**config.mk**
```make
export PLATFORM = sky130hd
export DESIGN_NAME = axis_cic_decimator_flat
export DESIGN_NICKNAME = d
export VERILOG_FILES = /design/src/rtl/axis_cic_decimator_pkg.sv /design/src/rtl/axis_cic_decimator_if.sv /design/src/rtl/axis_cic_decimator_comb_stage.sv /design/src/rtl/axis_cic_decimator.sv /design/src/flat_wrapper.sv
export SDC_FILE = /design/constraint.sdc
export NUM_CORES = 1
export LEC_CHECK = 0
export ABC_AREA = 1
export CAP_MARGIN = 15
export CELL_PAD_IN_SITES_DETAIL_PLACEMENT = 0
export CELL_PAD_IN_SITES_GLOBAL_PLACEMENT = 1
export CORE_MARGIN = 1.5
export CORE_UTILIZATION = 40
export CTS_BUF_LIST = sky130_fd_sc_hd__clkbuf_8
export DETAILED_ROUTE_END_ITERATION = 12
export PLACE_DENSITY = 0.67
export SLEW_MARGIN = 20
export SYNTH_ARGS = -nofsm -noshare
export SYNTH_HDL_FRONTEND = slang
export SYNTH_SLANG_ARGS = --single-unit
```
**constraint.sdc**
```tcl
create_clock -name aclk -period 14.4 [get_ports aclk]
set_clock_uncertainty 0.1 [all_clocks]
set_input_delay 2.16 -clock aclk [delete_from_list [all_inputs] [get_ports aclk]]
set_output_delay 2.16 -clock aclk [all_outputs]
set_load 0.02 [all_outputs]
```
**src/rtl/axis_cic_decimator_pkg.sv**
```systemverilog
// Shared constants and width helpers for the CIC decimator.
//   acc_width : internal modular width IN_BW + ORDER*log2(R)
//   out_shift : right-shift from internal width to output width
//               (negative result means a left shift is needed)
package cic_dec_pkg;

  localparam int MAX_ORDER = 5;
  localparam int MIN_R     = 4;

  function automatic int acc_width(input int in_bw, input int order, input int r);
    return in_bw + order * $clog2(r);
  endfunction

  function automatic int out_shift(input int acc_w, input int out_w);
    return acc_w - out_w;
  endfunction

endpackage

```
**src/rtl/axis_cic_decimator_if.sv**
```systemverilog
// AXI-Stream bundle used for both the MASH code input and the PCM output.
//   tdata  : payload, W bits
//   tvalid : source has data
//   tready : sink can take data
// Handshake: a beat transfers on a rising clock edge where tvalid and tready
// are both high; a source keeps tvalid and tdata stable until that happens.
interface axis_cic_decimator_if #(
  parameter int W = 16
);
  logic [W-1:0] tdata;
  logic         tvalid;
  logic         tready;

  modport master (output tdata, output tvalid, input tready);
  modport slave  (input tdata, input tvalid, output tready);
endinterface

```
**src/rtl/axis_cic_decimator_comb_stage.sv**
```systemverilog
// One CIC comb section with differential delay 1.
//   clk, rst   : clock, synchronous active-high reset
//   strobe_in  : new value present on c_in
//   c_in       : value from previous stage (or the decimated integrator)
//   strobe_out : strobe_in delayed one cycle, marks c_out as fresh
//   c_out      : registered c_in - (previous c_in), modular at W bits
module cic_comb_stage #(
  parameter int W = 22
) (
  input  logic         clk,
  input  logic         rst,
  input  logic         strobe_in,
  input  logic [W-1:0] c_in,
  output logic         strobe_out,
  output logic [W-1:0] c_out
);

  logic [W-1:0] z;

  always_ff @(posedge clk) begin
    if (rst) begin
      z          <= '0;
      c_out      <= '0;
      strobe_out <= 1'b0;
    end else begin
      strobe_out <= strobe_in;
      if (strobe_in) begin
        c_out <= c_in - z;
        z     <= c_in;
      end
    end
  end

endmodule

```
**src/rtl/axis_cic_decimator.sv**
```systemverilog
// N-stage CIC decimator (differential delay 1) turning the MASH code stream
// back into PCM samples, one output per R accepted inputs.
//   aclk, arst  : clock, synchronous active-high reset
//   s_axis_data : slave stream, signed IN_BW-bit MASH codes
//   m_axis_data : master stream, signed OUT_WIDTH-bit decimated samples
// Input is stalled only while an output sample waits for its consumer, which
// freezes the integrators and the decimation counter so nothing is lost.
module axis_cic_decimator
  import cic_dec_pkg::*;
#(
  parameter int IN_BW     = 4,
  parameter int OUT_WIDTH = 16,
  parameter int R         = 64,
  parameter int ORDER     = 3
) (
  input  logic aclk,
  input  logic arst,
  axis_cic_decimator_if.slave  s_axis_data,
  axis_cic_decimator_if.master m_axis_data
);

  localparam int ACC_W = acc_width(IN_BW, ORDER, R);
  localparam int SHIFT = out_shift(ACC_W, OUT_WIDTH);
  localparam int CNT_W = $clog2(R);

  logic [ACC_W-1:0] x_ext;
  logic [ACC_W-1:0] integ      [1:ORDER];
  logic [ACC_W-1:0] integ_next [1:ORDER];
  logic [CNT_W-1:0] cnt;
  logic [ACC_W-1:0] d0;
  logic             d0_stb;
  logic [ACC_W-1:0] c   [0:ORDER];
  logic             stb [0:ORDER];
  logic [ORDER:0]   stb_vec;
  logic             accept;
  logic             land;
  logic             out_valid;

  assign x_ext  = {{(ACC_W - IN_BW){s_axis_data.tdata[IN_BW-1]}}, s_axis_data.tdata};
  assign s_axis_data.tready = !(out_valid && !m_axis_data.tready);
  assign accept = s_axis_data.tvalid && s_axis_data.tready;

  // Each stage adds the already-updated previous stage, so all stages move
  // together on one accept with no skew between them.
  always_comb begin
    integ_next[1] = integ[1] + x_ext;
    for (int k = 2; k <= ORDER; k++) begin
      integ_next[k] = integ[k] + integ_next[k-1];
    end
  end

  always_ff @(posedge aclk) begin
    if (arst) begin
      for (int k = 1; k <= ORDER; k++) integ[k] <= '0;
      cnt    <= '0;
      d0     <= '0;
      d0_stb <= 1'b0;
    end else begin
      d0_stb <= 1'b0;
      if (accept) begin
        for (int k = 1; k <= ORDER; k++) integ[k] <= integ_next[k];
        if (cnt == CNT_W'(R - 1)) begin
          cnt    <= '0;
          d0     <= integ_next[ORDER];
          d0_stb <= 1'b1;
        end else begin
          cnt <= cnt + 1'b1;
        end
      end
    end
  end

  assign c[0]   = d0;
  assign stb[0] = d0_stb;

  for (genvar k = 1; k <= ORDER; k++) begin : g_comb
    cic_comb_stage #(.W(ACC_W)) u_stage (
      .clk        (aclk),
      .rst        (arst),
      .strobe_in  (stb[k-1]),
      .c_in       (c[k-1]),
      .strobe_out (stb[k]),
      .c_out      (c[k])
    );
  end

  // The last comb register doubles as the output data register: it only
  // changes when a new result lands, so tdata stays put while stalled.
  assign land = stb[ORDER-1];

  always_ff @(posedge aclk) begin
    if (arst) begin
      out_valid <= 1'b0;
    end else if (land) begin
      out_valid <= 1'b1;
    end else if (out_valid && m_axis_data.tready) begin
      out_valid <= 1'b0;
    end
  end

  assign m_axis_data.tvalid = out_valid;

  if (SHIFT > 0) begin : g_shr
    assign m_axis_data.tdata = c[ORDER][ACC_W-1:SHIFT];
    logic unused_low;
    assign unused_low = ^c[ORDER][SHIFT-1:0];
  end else if (SHIFT == 0) begin : g_same
    assign m_axis_data.tdata = c[ORDER];
  end else begin : g_shl
    assign m_axis_data.tdata = {c[ORDER], {(-SHIFT){1'b0}}};
  end

  always_comb begin
    stb_vec = '0;
    for (int k = 0; k <= ORDER; k++) stb_vec[k] = stb[k];
  end

  // R > ORDER keeps at most one result in the comb pipe, and a result can
  // only land once the previous one has left, so the combs never stall.
  a_one_in_flight : assert property (@(posedge aclk) disable iff (arst)
    $onehot0(stb_vec));
  a_no_overwrite : assert property (@(posedge aclk) disable iff (arst)
    land |-> !(out_valid && !m_axis_data.tready));

endmodule

```
**src/flat_wrapper.sv**
```systemverilog
// flat-port wrapper written by rule: the top's interface ports become plain ports
module axis_cic_decimator_flat import cic_dec_pkg::*;
#(
  parameter int IN_BW     = 4,
  parameter int OUT_WIDTH = 16,
  parameter int R         = 64,
  parameter int ORDER     = 3
)
  (aclk, arst, s_axis_data_tdata, s_axis_data_tvalid, s_axis_data_tready, m_axis_data_tdata, m_axis_data_tvalid, m_axis_data_tready);
  axis_cic_decimator_if #(.W(IN_BW)) s_axis_data_i ();
  axis_cic_decimator_if #(.W((16))) m_axis_data_i ();
  input  logic aclk;
  input  logic arst;
  input wire logic [$bits(s_axis_data_i.tdata)-1:0] s_axis_data_tdata;
  input wire logic [$bits(s_axis_data_i.tvalid)-1:0] s_axis_data_tvalid;
  output wire logic [$bits(s_axis_data_i.tready)-1:0] s_axis_data_tready;
  output wire logic [$bits(m_axis_data_i.tdata)-1:0] m_axis_data_tdata;
  output wire logic [$bits(m_axis_data_i.tvalid)-1:0] m_axis_data_tvalid;
  input wire logic [$bits(m_axis_data_i.tready)-1:0] m_axis_data_tready;
  assign s_axis_data_i.tdata = s_axis_data_tdata;
  assign s_axis_data_i.tvalid = s_axis_data_tvalid;
  assign s_axis_data_tready = s_axis_data_i.tready;
  assign m_axis_data_tdata = m_axis_data_i.tdata;
  assign m_axis_data_tvalid = m_axis_data_i.tvalid;
  assign m_axis_data_i.tready = m_axis_data_tready;
  axis_cic_decimator #(.IN_BW(IN_BW), .OUT_WIDTH(OUT_WIDTH), .R(R), .ORDER(ORDER)) u_core (.aclk(aclk), .arst(arst), .s_axis_data(s_axis_data_i), .m_axis_data(m_axis_data_i));
endmodule
```
=== After elaboration in Yosys (flattened, before gate mapping) ===
Memories as Yosys holds them, arrays and structs flattened.
Cells that the tools add are included.

* Flip-flop bits (word level): 164
* Word-level logic and storage cells: 45
* Bits in latches: 0
* Memories: 1
* Output and inout port bits: 18
* Bits of input ports: 8
* Bits in writable memories: 66
* Bits in read-only memories: 0

* Div/mod/pow operators: 0
* Equality and inequality tests: 1
* Muxes and demuxes: 12
* Add/subtract/negate cells: 7
* Reductions and logical operators: 8
* Shift-type cells: 0
* Magnitude comparators: 0
* Bitwise gates (word level): 4
* Multipliers: 0

{| class="wikitable"
|+ Memory list
! memory !! words !! width !! read ports !! clocked after Yosys merged registers in !! wr ports !! RTL line !! RTL
|-
| u_core.integ || 3 || 22 || 3 || 0 || 3 || axis_cic_decimator.sv:27 || <nowiki>logic [ACC_W-1:0] integ [1:ORDER];</nowiki>
|}

{| class="wikitable"
|+ Operator list
! operator !! count
|-
| 22-bit adder || 3
|-
| 22-bit 2-to-1 mux || 3
|-
| 22-bit subtractor || 3
|-
| 1-bit 2-to-1 mux || 8
|-
| 6-bit by 1-bit adder with 6-bit output (second input constant) || 1
|-
| 6-bit equality test (second input constant) || 1
|-
| 6-bit 2-to-1 mux || 1
|-
| 1-bit logical AND || 3
|-
| 1-bit bitwise OR || 3
|-
| 1-bit logical NOT || 2
|-
| 2-bit AND reduction || 1
|-
| 2-bit nonzero test || 1
|-
| 2-bit OR reduction || 1
|-
| 1-bit inverter || 1
|}

=== Longest topological paths before layout ===
Gate-level depths: netlist of run 1.

* Depth after elaboration: 8
* Mapped depth: 32
* Mapped depth without buffers: 32

=== Cells and area by module ===
A second synthesis of run 1 with hierarchy kept.

* Cell total of the unflattened synthesis: 2315
* Area, all modules: 15891.5 sq um

{| class="wikitable"
|+ Modules (own cells, without submodules)
! module !! area each (sq um) !! instances !! cells an instance !! seq. area each (sq um)
|-
| cic_comb_stage || 3093.0 || 3 || 500 || 900.9
|-
| axis_cic_decimator || 6612.6 || 1 || 815 || 2582.5
|}

=== Least setup slack after synthesis of run 1 ===
No wires, ideal clock.

* Kind: input to register
* From: input s_axis_data_tdata[0]
* To: register, netlist name u_core.integ[0][86]
* Setup time: 266 ps
* Cell stages on the path: 30
* Data arrival time: 6067 ps
* Path slack: 7966 ps
* Cell sequence: ha_1 fa_1 nand2_1 inv_2 o21ai_1 nand2_1 nand2_1 nand3_1 nand3_1 nand2_1 a21boi_1 o21bai_1 xor2_1 inv_1 ha_1 nand2_1 nor2_1 inv_1 nor3_1 nand4_1 o2111ai_1 xor2_1 inv_1 ha_1 nand2_1 nor3_1 nand4_1 nand3_1 xor2_1 nor2_1

{| class="wikitable"
|+ RTL lines
! what !! RTL line !! RTL
|-
| start, declared || flat_wrapper.sv:14 || <nowiki>input wire logic [$bits(s_axis_data_i.tdata)-1:0] s_axis_data_tdata;</nowiki>
|}

==> results of run 1 <==
area by class of cell:
| class | count | area [um^2] | share of cell area (%) |
|---|---|---|---|
| Tap cell | 468 | 585.6 | 3.620 |
| Inverter | 338 | 1269 | 7.843 |
| Timing Repair Buffer | 32 | 297.8 | 1.841 |
| Multi-Input combinational cell | 1332 | 8000 | 49.45 |
| Sequential cell | 224 | 5146 | 31.81 |
| Clock inverter | 20 | 93.84 | 0.5801 |
| Clock buffer | 57 | 784.5 | 4.850 |
stage by stage:
step / setup WS (ns) / power [W] / hold WS (ns)
finish: 7.074 / 0.002594 / 0.3632
global route: 6.532 / 0.002804 / 0.3805
CTS: 7.101 / 0.002624 / 0.3654
detailed placement: 6.487 / 0.001960 / 0.3572
global placement: 6.589 / 0.001971 / 0.3488
floorplan: 7.966 / 0.001634 / 0.3395
layer usage:
| metal | up-vias | global-route usage, % |
|---|---|---|
| li1 | 6553 | - |
| met1 | 5651 | 29.44 |
| met2 | 209 | 29.92 |
| met3 | 54 | 2.933 |
| met4 | 0 | 6.546 |
| met5 | - | 0 |
cells by family (layout without fill, tap and decap cells):
| logic type | count (synthesis) | after routing | synth area share, % |
|---|---|---|---|
| buffers and inverters | 406 | 447 | 10.79 |
| adders and majority gates | 133 | 133 | 11.56 |
| xor gates and xnor gates | 96 | 96 | 5.710 |
| AOI/OAI and AO/OA | 520 | 520 | 19.79 |
| and+or+nand+nor | 583 | 583 | 17.21 |
| DFF | 224 | 224 | 34.94 |
cells in the mapped netlist (3+ instances only):
cell type,number,area share (%)
nor2_1,171,4.4
a21oi_2,5,0.30
ha_1,128,11
nor3_2,4,0.27
nor4_1,4,0.17
nand2_2,11,0.47
o211ai_1,19,0.97
a21o_1,19,0.97
o21bai_1,17,0.87
o21ai_1,24,0.82
buf_1,7,0.18
nor3b_1,3,0.15
buf_4,17,0.87
inv_2,5,0.13
o22ai_1,20,0.85
xor2_1,62,3.7
xnor2_1,34,2.0
nor2_2,5,0.21
nand4_1,21,0.89
a221oi_1,5,0.30
nand3_2,4,0.27
nand3b_1,3,0.15
nand2_1,248,6.3
nand3_1,70,2.4
a21oi_1,217,7.4
o21ai_0,155,5.3
o21a_1,4,0.20
edfxtp_1,66,13
fa_1,5,0.68
inv_1,331,8.4
nor3_1,25,0.85
a31oi_1,14,0.59
dfxtp_1,158,21
or2_1,8,0.34
a211oi_1,4,0.20
clkbuf_1,43,1.1
worst max-delay path by stage:
| stage | to | slack [ns] | cells after the start |
|---|---|---|---|
| detailed placement | u_core.integ[0][86]$_SDFFCE_PN0P_ | 6.49 | 28 |
| global placement | u_core.integ[0][86]$_SDFFCE_PN0P_ | 6.59 | 28 |
| CTS | u_core.integ[0][86]$_SDFFCE_PN0P_ | 7.10 | 28 |
| finish | u_core.integ[0][86]$_SDFFCE_PN0P_ | 7.07 | 28 |
| floorplan | u_core.integ[0][86]$_SDFFCE_PN0P_ | 7.97 | 30 |
| global route | u_core.integ[0][86]$_SDFFCE_PN0P_ | 6.53 | 28 |
state kept, by name, summed over array words and instances, names as in the netlist:
name                              flops
u_core.g_comb.u_stage.z              66
u_core.integ                         66
u_core.g_comb.u_stage.c_out          60
u_core.d0                            22
u_core.cnt                            6
u_core.g_comb.u_stage.strobe_out      2
u_core.d0_stb                         1
u_core.m_axis_data.tvalid             1
worst max-delay path: cells and delay by family:
family          cells  cell delay [ns]
compound gates      4             0.68
fa+ha+maj           3             1.29
simple gates       13             1.58
buf+inv             5             1.14
xor+xnor            3             0.68
power by group through the flow:
stage	sequential, W	clock, W	combinational, W
after global placement	0.000751	0	0.00122
after global routing	0.000742	0.000690	0.00137
final	0.000737	0.000639	0.00122
after CTS	0.000738	0.000670	0.00122
after floorplan	0.000744	0	0.000890
after detailed placement	0.000751	0	0.00121
==> out/metrics.csv, run 1 <==
metric,value,unit
Area Overhead vs Synth,9.866,%
CP startpoint,s_axis_data_tdata[3],
RSZ-0062 raised after global routing,no,
Relative slew margins,39.35,%
finished layout cell area,16180,um^2
Final Wtd Congestion,0.8510,
"Hold-fix buffers, CTS",0,
via count,12467,
Root Driver,clkbuf_8,
CP Launch Type,input pin,
Final Non-Filler Cells,2471,
cts bufs inserted,42,
min Tclk post-route,7.326,ns
sequential power share,28.4,%
Final ANT Viol Nets,0,
H-tree depth,2,
post-CTS setup buffer count,0,
Ys Warns,0,
# setup viols final,0,
"FFs w/ async S/R, synth",0,%
hold path start,u_core.g_comb[2].u_stage.z[18]$_SDFFE_PP0P_,
Synth Cell Area,14720,um^2
most frequent cells in the layout,"342 x inv_1, 246 x nand2_1, 217 x a21oi_1",
register area share after synthesis,34.94,%
critical path arrival,7.53,ns
Die ar.,37970,um^2
cell depth of the worst hold path,2,
Ports,26,
"commonest non-fill, non-tap cell in the layout",inv_1,
startpoint of the worst register-to-register path,u_core.integ[0][22]$_SDFFCE_PN0P_,
GRT overflow,0,
combinational group share of total power,46.9,%
Clock transition at path regs,0.06,ns
CTS tree,built,
Post-Place Cells,2394,
pwr dens,160.4,nW/um^2
All-Layer GR Usage,20.04,%
largest net degree at the start of global routing,86,
vias in the first global route,11947,
initial core utilization,40.41,%
Cell variety after synth,53,
Net Sw Power,0.001116,W
Peak VDD IR,0.00009617,V
initial antenna violation count,0,
nets,2111,
crit share post-route,50.88,%
switching part of the total,43.00,%
DR top layer,met4,
clk sinks,224,
Pleak,7.758,nW
Clock Latency Late Sink,0.59,ns
slowest CP cell,clkdlybuf4s50_1,
Buffers on Ports,25,
wire length on met2,15.38,mm
Max Fanout on Critical Path,19,
status,"finished, final reports clean",
Post-DP HPWL,27.55,mm
number of fill cells in the layout,3744,
hold endpoint,u_core.g_comb[2].u_stage.z[18]$_SDFFE_PP0P_,
WL met1,19.56,mm
FF-to-FF path depth,30,
setup tns final,0,ns
final hold vios,0,
commonest register cell after synthesis,dfxtp_1,
register bit total from synthesis,224,
Worst R2R End,u_core.integ[0][86]$_SDFFCE_PN0P_,
fraction of layout cells with a size suffix above 1,6.091,%
chip width,194.9,um
Final Core Density,44.40,%
Vert. Die Dim,194.9,um
measured slew at the worst slew-check pin,0.9087,ns
post-CTS sizing,0,
drt wl/cell,15.08,um
post-DR vias/cell,5.045,
WL final,37.28,mm
internal power,0.001479,W
"EDFF count, synth",66,
num rows,70,
Slew Limit Fails,0,
placed inst area,15300,um^2
first-pass GRT wire length,61.76,mm
clk buf depth,3,
Synth Instances,1962,
DRC,0,
CP required,14.61,ns
Initial DRC Count,689,
HP Class,reg -> reg,
FMAX,136.5,MHz
Core ar.,36430,um^2
WS Path Type,in -> reg,
syn_nets,2103,
met3 wire len,1.454,mm
Max Cap Violations,0,
drt pass-1 iters,5,
R2R Setup Slk,8.97,ns
Post-Syn Area per Cell,7.505,um^2
Critical Path End Type,flop,
Clk pwr share,24.6,%
n_diodes,0,
CP peak stage delay,0.86,ns
Note: power is estimated with default switching activity, not from simulation.
==> run 2: changes to the inputs <==
Settings changed: PLACE_DENSITY 0.67 to 0.7.
Clock period 14.4 ns to 6.7 ns, I/O delays scaled along.
==> run 2 against run 1 <==
Global-route usage fell by 0.40 points. Via count fell by 0.39%. Wire length fell by 1.2%. Critical endpoint is now u_core.integ[0][84]$_SDFFCE_PN0P_.
==> out/metrics.csv, run 2 (synthesis gave the netlist of run 1 again) <==
metric,value,unit,change
status,"finished, final reports clean",,
Initial DRC Count,695,,+0.87%
startpoint of the worst register-to-register path,u_core.integ[0][22]$_SDFFCE_PN0P_,,
cell depth of the worst hold path,2,,unchanged
num rows,70,,unchanged
drt pass-1 iters,4,,-1
final hold vios,0,,unchanged
Post-DP HPWL,27.40,mm,-0.54%
Area Overhead vs Synth,10.09,%,
post-DR vias/cell,5.026,,-0.39%
via count,12419,,-0.39%
WS Path Type,in -> reg,,
post-CTS sizing,0,,unchanged
slowest CP cell,clkdlybuf4s50_1,,
Max Cap Violations,0,,unchanged
Slew Limit Fails,0,,unchanged
CP Launch Type,input pin,,
hold endpoint,u_core.g_comb[3].u_stage.z[14]$_SDFFE_PP0P_,,
clk sinks,224,,unchanged
Root Driver,clkbuf_8,,
DRC,0,,unchanged
crit-path leading delay family,simple AND/OR/NAND/NOR gates,,
n_diodes,0,,unchanged
Final Wtd Congestion,0.8634,,+1.5%
Ports,26,,unchanged
Max Fanout on Critical Path,9,,-10
CP startpoint,s_axis_data_tdata[3],,
most frequent cells in the layout,"336 x inv_1, 246 x nand2_1, 217 x a21oi_1",,
first-pass GRT wire length,60.98,mm,-1.3%
"commonest non-fill, non-tap cell in the layout",inv_1,,
Critical Path End Type,flop,,
WL final,36.84,mm,-1.2%
H-tree depth,2,,unchanged
R2R Setup Slk,1.16,ns,-7.81 ns
CP required,6.91,ns,-7.70 ns
Peak VDD IR,0.0002372,V,+150%
GRT overflow,0,,unchanged
critical path arrival,6.29,ns,-1.24 ns
FMAX,164.6,MHz,
HP Class,reg -> reg,,
vias in the first global route,12077,,+1.1%
RSZ-0062 raised after global routing,no,,
number of fill cells in the layout,3751,,+0.19%
hold slack,0.3633,ns,+0.0001420 ns
post-CTS setup buffer count,0,,unchanged
CP dominant cell by count,nand2_1,,
Clock transition at path regs,0.05,ns,about the same
chip width,194.9,um,unchanged
cts bufs inserted,44,,+4.8%
nets,2114,,+0.14%
largest net degree at the start of global routing,69,,-20%
fraction of layout cells with a size suffix above 1,6.291,%,+0.20 points
Relative slew margins,38.61,%,-0.74 points
drt wl/cell,14.91,um,-1.2%
# setup viols final,0,,unchanged
CTS tree,built,,
top flop regs,"u_core.g_comb.u_stage.z (66), u_core.integ (66), u_core.g_comb.u_stage.c_out (60)",,
hold path start,u_core.g_comb[3].u_stage.z[14]$_SDFFE_PP0P_,,
Final ANT Viol Nets,0,,unchanged
min Tclk post-route,6.075,ns,
"Buf+Inv Stages, Crit Path",2,,-3
All-Layer GR Usage,19.64,%,-0.40 points
measured slew at the worst slew-check pin,0.9198,ns,+0.01107 ns
Vert. Die Dim,194.9,um,unchanged
Clock Latency Late Sink,0.60,ns,about the same
clk buf depth,3,,unchanged
initial antenna violation count,0,,unchanged
"Hold-fix buffers, CTS",0,,unchanged
Buffers on Ports,25,,unchanged
setup tns final,0,ns,unchanged
CP peak stage delay,0.62,ns,-0.24 ns
FF-to-FF path depth,27,,-10%
pwr dens,349.1,nW/um^2,+120%
crit share post-route,90.68,%,
Die ar.,37970,um^2,unchanged
Pleak,7.765,nW,about the same
Worst R2R End,u_core.integ[0][84]$_SDFFCE_PN0P_,,
initial core utilization,40.41,%,unchanged
Core ar.,36430,um^2,unchanged
==> run 2: cell count changes in the layout (fill, tap and decap cells not counted), sizes merged <==
| cell | change |
|---|---|
| clkinv | +7 |
| clkinvlp | -1 |
| buf | +1 |
| clkbuf | -3 |
| inv | -6 |
| bufinv | +2 |
==> run 2: layout make-up <==
cell class | instances | area [um^2] | area share [%]
Tap cell | 468 | 585.6 | 3.612
Timing Repair Buffer | 33 | 305.3 | 1.883
Multi-Input combinational cell | 1332 | 8005 | 49.38
Inverter | 338 | 1269 | 7.827
Sequential cell | 224 | 5146 | 31.75
Clock buffer | 54 | 743.2 | 4.585
Clock inverter | 22 | 156.4 | 0.9648
==> run 2: metrics by stage <==
stage	utilization, %	instances	cell area (um^2)	setup slack [ns]	total power (W)
final	44.49	2471	16210	0.6247	0.005660
after global routing	44.49	2471	16210	0.07457	0.006104
after CTS	44.48	2471	16210	0.6884	0.005703
after detailed placement	42.01	2395	15310	0.03117	0.004224
after global placement	42.01	2395	15310	0.1252	0.004240
after floorplan	-	1962	14720	1.421	0.003512
==> run 2: layer usage <==
| layer | track usage (%) | vias up | share of wire, % |
|---|---|---|---|
| met4 | 6.690 | 0 | 2.3 |
| met1 | 28.15 | 5636 | 52 |
| met2 | 30.07 | 171 | 42 |
| met3 | 2.880 | 53 | 3.5 |
| li1 | - | 6559 | - |
| met5 | 0 | - | 0 |
==> run 2: where the power goes <==
part	internal, W	total, W	switching (W)
clock network	0.000805	0.00143	0.000629
registers	0.00154	0.00159	0.0000405
logic	0.000877	0.00264	0.00176
==> run 2: worst reg2reg max path, delay by kind of cell, from the launching register on <==
kind / cells / cell delay (ns)
xor gates and xnor gates: 3 / 0.62
adders and majority gates: 4 / 1.37
AOI/OAI and AO/OA: 9 / 1.31
buffers and inverters: 3 / 0.22
DFF: 1 / 0.36
and+or+nand+nor: 8 / 1.26
==> run 2: how the worst max path moves through the flow <==
stage          cells after the start                                end  slack, ns
2_1_floorplan                     30  u_core.integ[0][86]$_SDFFCE_PN0P_       1.42
3_3_place_gp                      30  u_core.integ[0][87]$_SDFFCE_PN0P_       0.13
3_5_place_dp                      30  u_core.integ[0][87]$_SDFFCE_PN0P_       0.03
4_1_cts                           30  u_core.integ[0][87]$_SDFFCE_PN0P_       0.69
5_1_grt                           30  u_core.integ[0][87]$_SDFFCE_PN0P_       0.07
6_report                          26  u_core.integ[0][84]$_SDFFCE_PN0P_       0.62
